File: src/rtl/logic_unit_serial.sv
// logic_unit_serial: multi-cycle AND/OR/XOR/NOR unit, SLICE bits per cycle, start/ready handshake
// Optional LOGIC_FLAGS_EN adds flag_zero/flag_parity accumulated over the result slices
module logic_unit_serial #(
  parameter int WIDTH = 32,
  parameter int SLICE = 8
) (
  input  logic             clock,
  input  logic             reset,
  input  logic             ctrl_start,
  input  logic [1:0]       ctrl_op,
  input  logic [WIDTH-1:0] data_operandA,
  input  logic [WIDTH-1:0] data_operandB,
  output logic [WIDTH-1:0] data_result,
  output logic             data_resultRDY,
  output logic             busy
`ifdef LOGIC_FLAGS_EN
  ,
  output logic             flag_zero,
  output logic             flag_parity
`endif
);
  localparam int N = WIDTH / SLICE;
  localparam int CW = $clog2(N) + 1;
  localparam logic [CW-1:0] LAST = CW'(N - 1);
  typedef enum logic [1:0] {IDLE, RUN, DONE} state_t;
  state_t state, state_nx;
  logic [CW-1:0] cnt;
  logic [WIDTH-1:0] a_r, b_r;
  logic [1:0] op_r;
  logic [SLICE-1:0] a_s, b_s, r_s;
  logic accept;
  int idx;
  assign accept = ctrl_start && state != RUN;
  assign busy = state == RUN;
  assign data_resultRDY = state == DONE;
  assign idx = int'(cnt) * SLICE;
  assign a_s = a_r[idx +: SLICE];
  assign b_s = b_r[idx +: SLICE];
  always_comb begin
    r_s = op_r == 2'b00 ? a_s & b_s :
          op_r == 2'b01 ? a_s | b_s :
          op_r == 2'b10 ? a_s ^ b_s : ~(a_s | b_s);
    state_nx = state == RUN ? (cnt == LAST ? DONE : RUN) : (ctrl_start ? RUN : IDLE);
  end
  always_ff @(posedge clock or posedge reset) begin
    if (reset) begin
      state <= IDLE;
      cnt <= '0;
      a_r <= '0;
      b_r <= '0;
      op_r <= '0;
      data_result <= '0;
`ifdef LOGIC_FLAGS_EN
      flag_zero <= 1'b0;
      flag_parity <= 1'b0;
`endif
    end else begin
      state <= state_nx;
      if (accept) begin
        a_r <= data_operandA;
        b_r <= data_operandB;
        op_r <= ctrl_op;
        cnt <= '0;
        data_result <= '0;
`ifdef LOGIC_FLAGS_EN
        flag_zero <= 1'b1;
        flag_parity <= 1'b0;
`endif
      end else if (state == RUN) begin
        data_result[idx +: SLICE] <= r_s;
        cnt <= cnt + 1'b1;
`ifdef LOGIC_FLAGS_EN
        flag_zero <= flag_zero & (r_s == '0);
        flag_parity <= flag_parity ^ (^r_s);
`endif
      end
    end
  end
endmodule
File: config.mk
export PLATFORM = sky130hd
export DESIGN_NAME = logic_unit_serial
export DESIGN_NICKNAME = d
export VERILOG_FILES = /design/src/rtl/logic_unit_serial.sv
export SDC_FILE = /design/constraint.sdc
export NUM_CORES = 1
export LEC_CHECK = 0
export CORE_MARGIN = 2
export CORE_UTILIZATION = 48
export CTS_BUF_LIST = sky130_fd_sc_hd__clkbuf_16
export DETAILED_ROUTE_END_ITERATION = 8
export PLACE_DENSITY_LB_ADDON = 0.05
export SYNTH_ARGS = -nofsm -noshare
export SYNTH_HDL_FRONTEND = slang
export SYNTH_SLANG_ARGS = --single-unit
File: constraint.sdc
create_clock -name clock -period 3.5 [get_ports clock]
set_input_delay 0.7 -clock clock [delete_from_list [all_inputs] [get_ports clock]]
set_output_delay 0.7 -clock clock [all_outputs]
set_load 0.005 [all_outputs]
==> flow_metrics.env, run 1 <==
export IMPL_status="complete, no violations"
export IMPL_slew_viol_final=0
export IMPL_critical_path_most_common_cell="a211oi_1"
export IMPL_rrSetupSlack_ns=0.71
export IMPL_area_growth_pct=24.9
export IMPL_ctsResizeCount=0
export IMPL_grt_remaining_overflow=0
export IMPL_yosys_warnings=0
export IMPL_fin_crit_ns=2.79
export IMPL_viasPerCell=5.51
export IMPL_syn_num_nets=526
export IMPL_grt_antenna_before_repair=0
export IMPL_drc=0
export IMPL_worst_slew_pin_transition_ns=0.882
export IMPL_crit_path_max_incr_delay_ns=0.91
export IMPL_ctsHoldBuffers=0
export IMPL_grt_max_degree=60
export IMPL_drt_iter0_markers=180
export IMPL_worst_path_max_fanout=44
export IMPL_path_depth=7
export IMPL_syn_inst=429
export IMPL_p_int_uw=4250
export IMPL_rows=39
export IMPL_clock_latency_ns=0.34
export IMPL_fmax_mhz=358
export IMPL_ctsLongestPathBuffers=2
export IMPL_postRouteAntennaNets=0
export IMPL_cts_root_buf="clkbuf_16"
export IMPL_dp_cells=652
export IMPL_synthesis_area_um2=5590
export IMPL_gp_congestion=0.764
export IMPL_yosysTopAreaCellShare_pct=46.1
export IMPL_path_class="reg2reg"
export IMPL_htree_levels=3
export IMPL_relSlewSlack_pct=41.1
export IMPL_regArea_um2=2580
export IMPL_grt_pass1_wl_mm=19.5
export IMPL_io_pins=103
export IMPL_power_share_clock_pct=15.5
export IMPL_routed_via_count=3671
export IMPL_postCtsSetupBuffers=0
export IMPL_r2r_cells=7
export IMPL_netlist_top_cells_area="dfrtp_1 (46%), mux2_4 (11%), mux2i_1 (8.8%)"
export IMPL_multiInputGateArea_um2=2710
export IMPL_chipWidth_um=112
export IMPL_power_density_nw_per_um2=962
export IMPL_syn_area_per_cell_um2=13.0
export IMPL_crit_start="cnt[0]"
export IMPL_critical_path_buf_inv_count=1
export IMPL_critPathArrivalTime_ns=3.05
export IMPL_routed_wirelength_mm=11.9
export IMPL_dr_pass1_iters=4
export IMPL_wire_per_inst_um=17.9
export IMPL_finClkSkew_ns=0.00949
export IMPL_critPathTopFamily="flip-flops"
export IMPL_nets=617
export IMPL_path_cells="nor2b_1, a211oi_1, a211oi_1, ha_1, inv_1, mux4_2, mux2i_1"
export IMPL_p_comb_share_pct=51.5
export IMPL_grt_pass1_vias=3702
export IMPL_diodes=0
export IMPL_cts_made_buffers=9
export IMPL_die_area_um2=12500
export IMPL_power_uw=6720
export IMPL_instances_no_fill=666
export IMPL_fillers=931
export IMPL_core_um2=11400
export IMPL_io_buffer_count=102
export IMPL_setup_violations=0
export IMPL_hold_class="reg2reg"
export IMPL_fin_ws_ns=0.705
export IMPL_fin_util_pct=61.2
export IMPL_cts_tree="yes"
export IMPL_hold_viol_final=0
export IMPL_ys_seq_area_share_pct=46.1
export IMPL_synth_seq_cells=103
export IMPL_die_h_um=112
export IMPL_timing_rr_start="cnt[0]"
export IMPL_ys_types=30
export IMPL_pre_cts_slack_ns=0.684
export IMPL_cts_num_sinks=103
export IMPL_cap_violations=0
export IMPL_sw_frac_of_total_pct=36.8
export IMPL_leakagePower_uw=0.00336
export IMPL_crit_required_ns=3.76
export IMPL_power_switching_uw=2480
export IMPL_start_util_pct=49.0
export IMPL_irDropWorstVdd_uv=351
export IMPL_seqPwrFrac_pct=33.0
export IMPL_worst_path_max_delay_cell="dfrtp_2"
export IMPL_reg2reg_to="data_result[0]"
export IMPL_cp_start_kind="flip-flop"
export IMPL_gr_usage_all_layers_pct=19.8
export IMPL_dpl_hpwl_mm=8.71
export IMPL_cp_endpoint="data_result[0]"
export IMPL_clk_pin_slew_worst_paths_ns=0.07
export IMPL_critPathCaptureType="flip-flop"
export IMPL_hold_path_cell_count=1
export IMPL_drive_gt1_share_pct=20.3
export IMPL_rsz0062_at_grt="false"
export IMPL_setup_tns_final_ns=0
export IMPL_min_period_over_period_pct=79.9
export IMPL_synth_top_cell_by_area="dfrtp_1"
cell families (layout without fill, tap and decap cells):
logic type,after synthesis,count (layout),share of synthesized area (%)
fa+ha+maj,28,28,6.26
buf+inv,61,155,5.50
flops,103,103,46.1
simple gates,31,31,4.03
compound gates,83,83,10.2
mux,123,123,28.0
flip-flops by register name, indices dropped and copies added (netlist names):
register     flops
a_r             32
b_r             32
data_result     32
cnt              3
op_r             2
state            2
worst min-delay path by stage:
stage / start / endpoint / slack [ns]
6_report: b_r[4] / b_r[4] / 0.50
5_1_grt: b_r[2] / b_r[2] / 0.51
4_1_cts: b_r[4] / b_r[4] / 0.50
3_5_place_dp: b_r[4] / b_r[4] / 0.49
3_3_place_gp: b_r[1] / b_r[1] / 0.49
2_1_floorplan: b_r[0] / b_r[0] / 0.47
area by class of cell:
cell class	instances	share of cell area [%]
clock buffer	9	3.22
clock inverter	5	1.09
inverter	29	1.59
multi-input combinational	265	38.8
sequential	103	36.9
tap	143	2.56
timing repair buffer	112	15.9
synthesized netlist by cell type:
library cell and n:
nand2_1 2, nor3b_2 1, nor2_1 2, mux2_2 26, mux2i_1 49, nand3b_1 1, nand3_2 2, and2_1 1
a21o_1 1, nor2b_2 1, o211ai_2 1, buf_2 12, mux4_2 8, dfrtp_1 103, nor4_2 1, nor2b_1 16
inv_1 29, buf_8 1, and4bb_2 1, nand2b_4 1, a211o_1 16, o31ai_1 1, and3b_1 1, clkbuf_1 12
a211oi_1 32, ha_1 28, buf_6 7, and2b_1 1, o21ai_0 32, mux2_4 40
power groups by stage:
stage	sequential [uW]	combinational, uW	clock, uW
after global routing	2300	3830	1110
after global placement	2240	3380	0
final	2220	3460	1040
after detailed placement	2240	3500	0
after CTS	2230	3500	1050
after floorplan	1980	2730	0
layout by cell type, fill, tap and decap left out, types with 8 or more instances in the layout:
| master | count |
|---|---|
| a211o_1 | 16 |
| a211oi_1 | 32 |
| buf_4 | 9 |
| clkbuf_16 | 9 |
| clkdlybuf4s50_1 | 102 |
| dfrtp_1 | 102 |
| ha_1 | 28 |
| inv_1 | 29 |
| mux2_2 | 26 |
| mux2_4 | 40 |
| mux2i_1 | 49 |
| mux4_2 | 8 |
| nor2b_1 | 16 |
| o21ai_0 | 32 |
metrics by stage:
step           hold WS (ns)  area [um2]
4_1_cts               0.501        6990
5_1_grt               0.514        6990
6_report              0.497        6990
2_1_floorplan         0.471        5590
3_3_place_gp          0.489        6690
3_5_place_dp          0.486        6690
per-layer routing:
| metal | GRT usage [%] | vias to the layer above | wire length, um |
|---|---|---|---|
| met5 | 0 | - | 0 |
| met3 | 2.45 | 19 | 410 |
| li1 | - | 1720 | - |
| met2 | 33.0 | 83 | 5830 |
| met4 | 8.54 | 0 | 332 |
| met1 | 26.3 | 1849 | 5360 |
No activity file was read; power rests on OpenSTA's default activity.
==> run 2: changes to the inputs <==
Settings changed: CORE_UTILIZATION 48 to 50.
Clock period 3.5 ns to 2.9 ns, I/O delays scaled along.
==> run 2 against run 1 <==
- sequential power increased by 20%
- first-iteration DRC count decreased by 13%
- fmax increased by 9.1%
- global-route usage increased by 2.2 points
- total power increased by 21%
- design area increased by 0.57%
- worst hold slack improved by 0.0044 ns
- routed wire length increased by 0.22%
- critical path depth unchanged
- non-clock buffer count increased by 4
- critical path type unchanged
- largest power group unchanged
- highest routed layer unchanged
==> flow_metrics.env, run 2 (synthesis gave the netlist of run 1 again) <==
export IMPL_grt_antenna_before_repair=0
export IMPL_cts_num_sinks=103
export IMPL_routed_via_count=3644
export IMPL_cts_root_buf="clkbuf_16"
export IMPL_drt_iter0_markers=157
export IMPL_cts_made_buffers=9
export IMPL_start_util_pct=51.4
export IMPL_gr_usage_all_layers_pct=22.0
export IMPL_hold_class="reg2reg"
export IMPL_rows=38
export IMPL_sw_frac_of_total_pct=37.2
export IMPL_ctsHoldBuffers=0
export IMPL_drc=0
export IMPL_cp_start_kind="flip-flop"
export IMPL_crit_required_ns=3.16
export IMPL_cts_tree="yes"
export IMPL_power_switching_uw=3030
export IMPL_dpl_hpwl_mm=8.78
export IMPL_path_cells="buf_12, a211oi_1, a211oi_1, ha_1, inv_1, mux4_2, mux2i_1"
export IMPL_power_density_nw_per_um2=1160
export IMPL_irDropWorstVdd_uv=619
export IMPL_setup_tns_final_ns=0
export IMPL_critPathTopFamily="multiplexers"
export IMPL_cap_violations=0
export IMPL_slew_viol_final=0
export IMPL_io_buffer_count=102
export IMPL_fmax_mhz=390
export IMPL_core_um2=10900
export IMPL_nets=621
export IMPL_fin_crit_ns=2.56
export IMPL_setup_violations=0
export IMPL_viasPerCell=5.46
export IMPL_die_area_um2=12000
export IMPL_critical_path_buf_inv_count=2
export IMPL_htree_levels=3
export IMPL_p_comb_share_pct=52.9
export IMPL_critical_path_most_common_cell="a211oi_1"
export IMPL_area_growth_pct=25.6
export IMPL_wire_per_inst_um=17.9
export IMPL_rsz0062_at_grt="false"
export IMPL_finClkSkew_ns=0.00509
export IMPL_reg_top3="a_r x32, b_r x32, data_result x32"
export IMPL_diodes=0
export IMPL_grt_max_degree=104
export IMPL_postRouteAntennaNets=0
export IMPL_dr_pass1_iters=4
export IMPL_gp_congestion=0.764
export IMPL_ctsLongestPathBuffers=2
export IMPL_path_class="reg2reg"
export IMPL_critPathArrivalTime_ns=2.82
export IMPL_most_common_layout_cells="dfrtp_1 (102), clkdlybuf4s50_1 (102), mux2i_1 (49)"
export IMPL_grt_pass1_vias=3848
export IMPL_seqPwrFrac_pct=32.7
export IMPL_critPathCaptureType="flip-flop"
export IMPL_worst_slew_pin_transition_ns=0.676
export IMPL_hold_viol_final=0
export IMPL_crit_path_max_incr_delay_ns=0.65
export IMPL_grt_pass1_wl_mm=19.7
export IMPL_die_h_um=110
export IMPL_chipWidth_um=110
export IMPL_clk_pin_slew_worst_paths_ns=0.06
export IMPL_leakagePower_uw=0.00337
export IMPL_routed_wirelength_mm=12.0
export IMPL_min_period_over_period_pct=88.3
export IMPL_relSlewSlack_pct=54.9
export IMPL_hold_slack_ns=0.502
export IMPL_worst_path_max_fanout=38
export IMPL_io_pins=103
export IMPL_drive_gt1_share_pct=21.4
export IMPL_worst_path_max_delay_cell="dfrtp_4"
export IMPL_p_int_uw=5120
export IMPL_fillers=875
export IMPL_power_share_clock_pct=14.4
export IMPL_clock_latency_ns=0.35
export IMPL_grt_remaining_overflow=0
export IMPL_status="complete, no violations"
## run 2: cell types whose count changed in the layout (fill, tap and decap cells not counted), sizes merged
cell	before	now
clkinv	2	3
clkinvlp	0	2
buf	10	14
bufinv	2	1
inv	30	29
## run 2: power by group through the flow
stage / clock [uW] / sequential (uW) / combinational [uW]
finish: 1170 / 2670 / 4310
global route: 1270 / 2770 / 4790
CTS: 1210 / 2670 / 4360
detailed placement: 0 / 2690 / 4350
global placement: 0 / 2690 / 4190
floorplan: 0 / 2390 / 3290
## run 2: cell type report
cell class                 instances  area [um2]  share of cell area (%)
timing repair buffer             116        1160                    16.6
tap                              140         175                    2.49
clock inverter                     6        61.3                   0.873
sequential                       103        2580                    36.7
clock buffer                       9         225                    3.21
multi-input combinational        265        2710                    38.5
inverter                          29         113                    1.60
## run 2: routing by layer
layer	wire [um]	part of all wire, %	GRT usage (%)
met1	5240	44	27.7
met4	187	1.6	6.60
met3	493	4.1	5.99
met2	6040	50	37.1
met5	0	0	0
## run 2: timing repair
item / 4_1_cts / 5_1_grt
gates resized for setup: 0 / 1
setup endpoints to repair: 0 / 1
buffers inserted: 0 / 0
## run 2: path summary, 6_finish.rpt
check                        from         endpoint  slack, ns  cells after the start
setup reg to reg           cnt[0]  data_result[24]       0.34                      7
hold / removal             b_r[0]           b_r[0]       0.50                      1
setup / recovery           cnt[0]  data_result[24]       0.34                      7
max in group asynchronous   reset           cnt[0]       1.75                      3
min in group asynchronous   reset          b_r[11]       0.74                      3
hold reg to reg            b_r[0]           b_r[0]       0.50                      1
## run 2: per-stage QoR
step | area, um2 | utilization, % | power (uW) | std cells | setup slack, ns
after global routing | 7030 | 64.5 | 8820 | 668 | 0.145
after floorplan | 5600 | - | 5680 | 429 | 0.718
after global placement | 6740 | 61.9 | 6880 | 653 | 0.315
after CTS | 7020 | 64.5 | 8240 | 668 | 0.253
after detailed placement | 6740 | 61.9 | 7040 | 653 | 0.272
final | 7030 | 64.5 | 8150 | 668 | 0.338
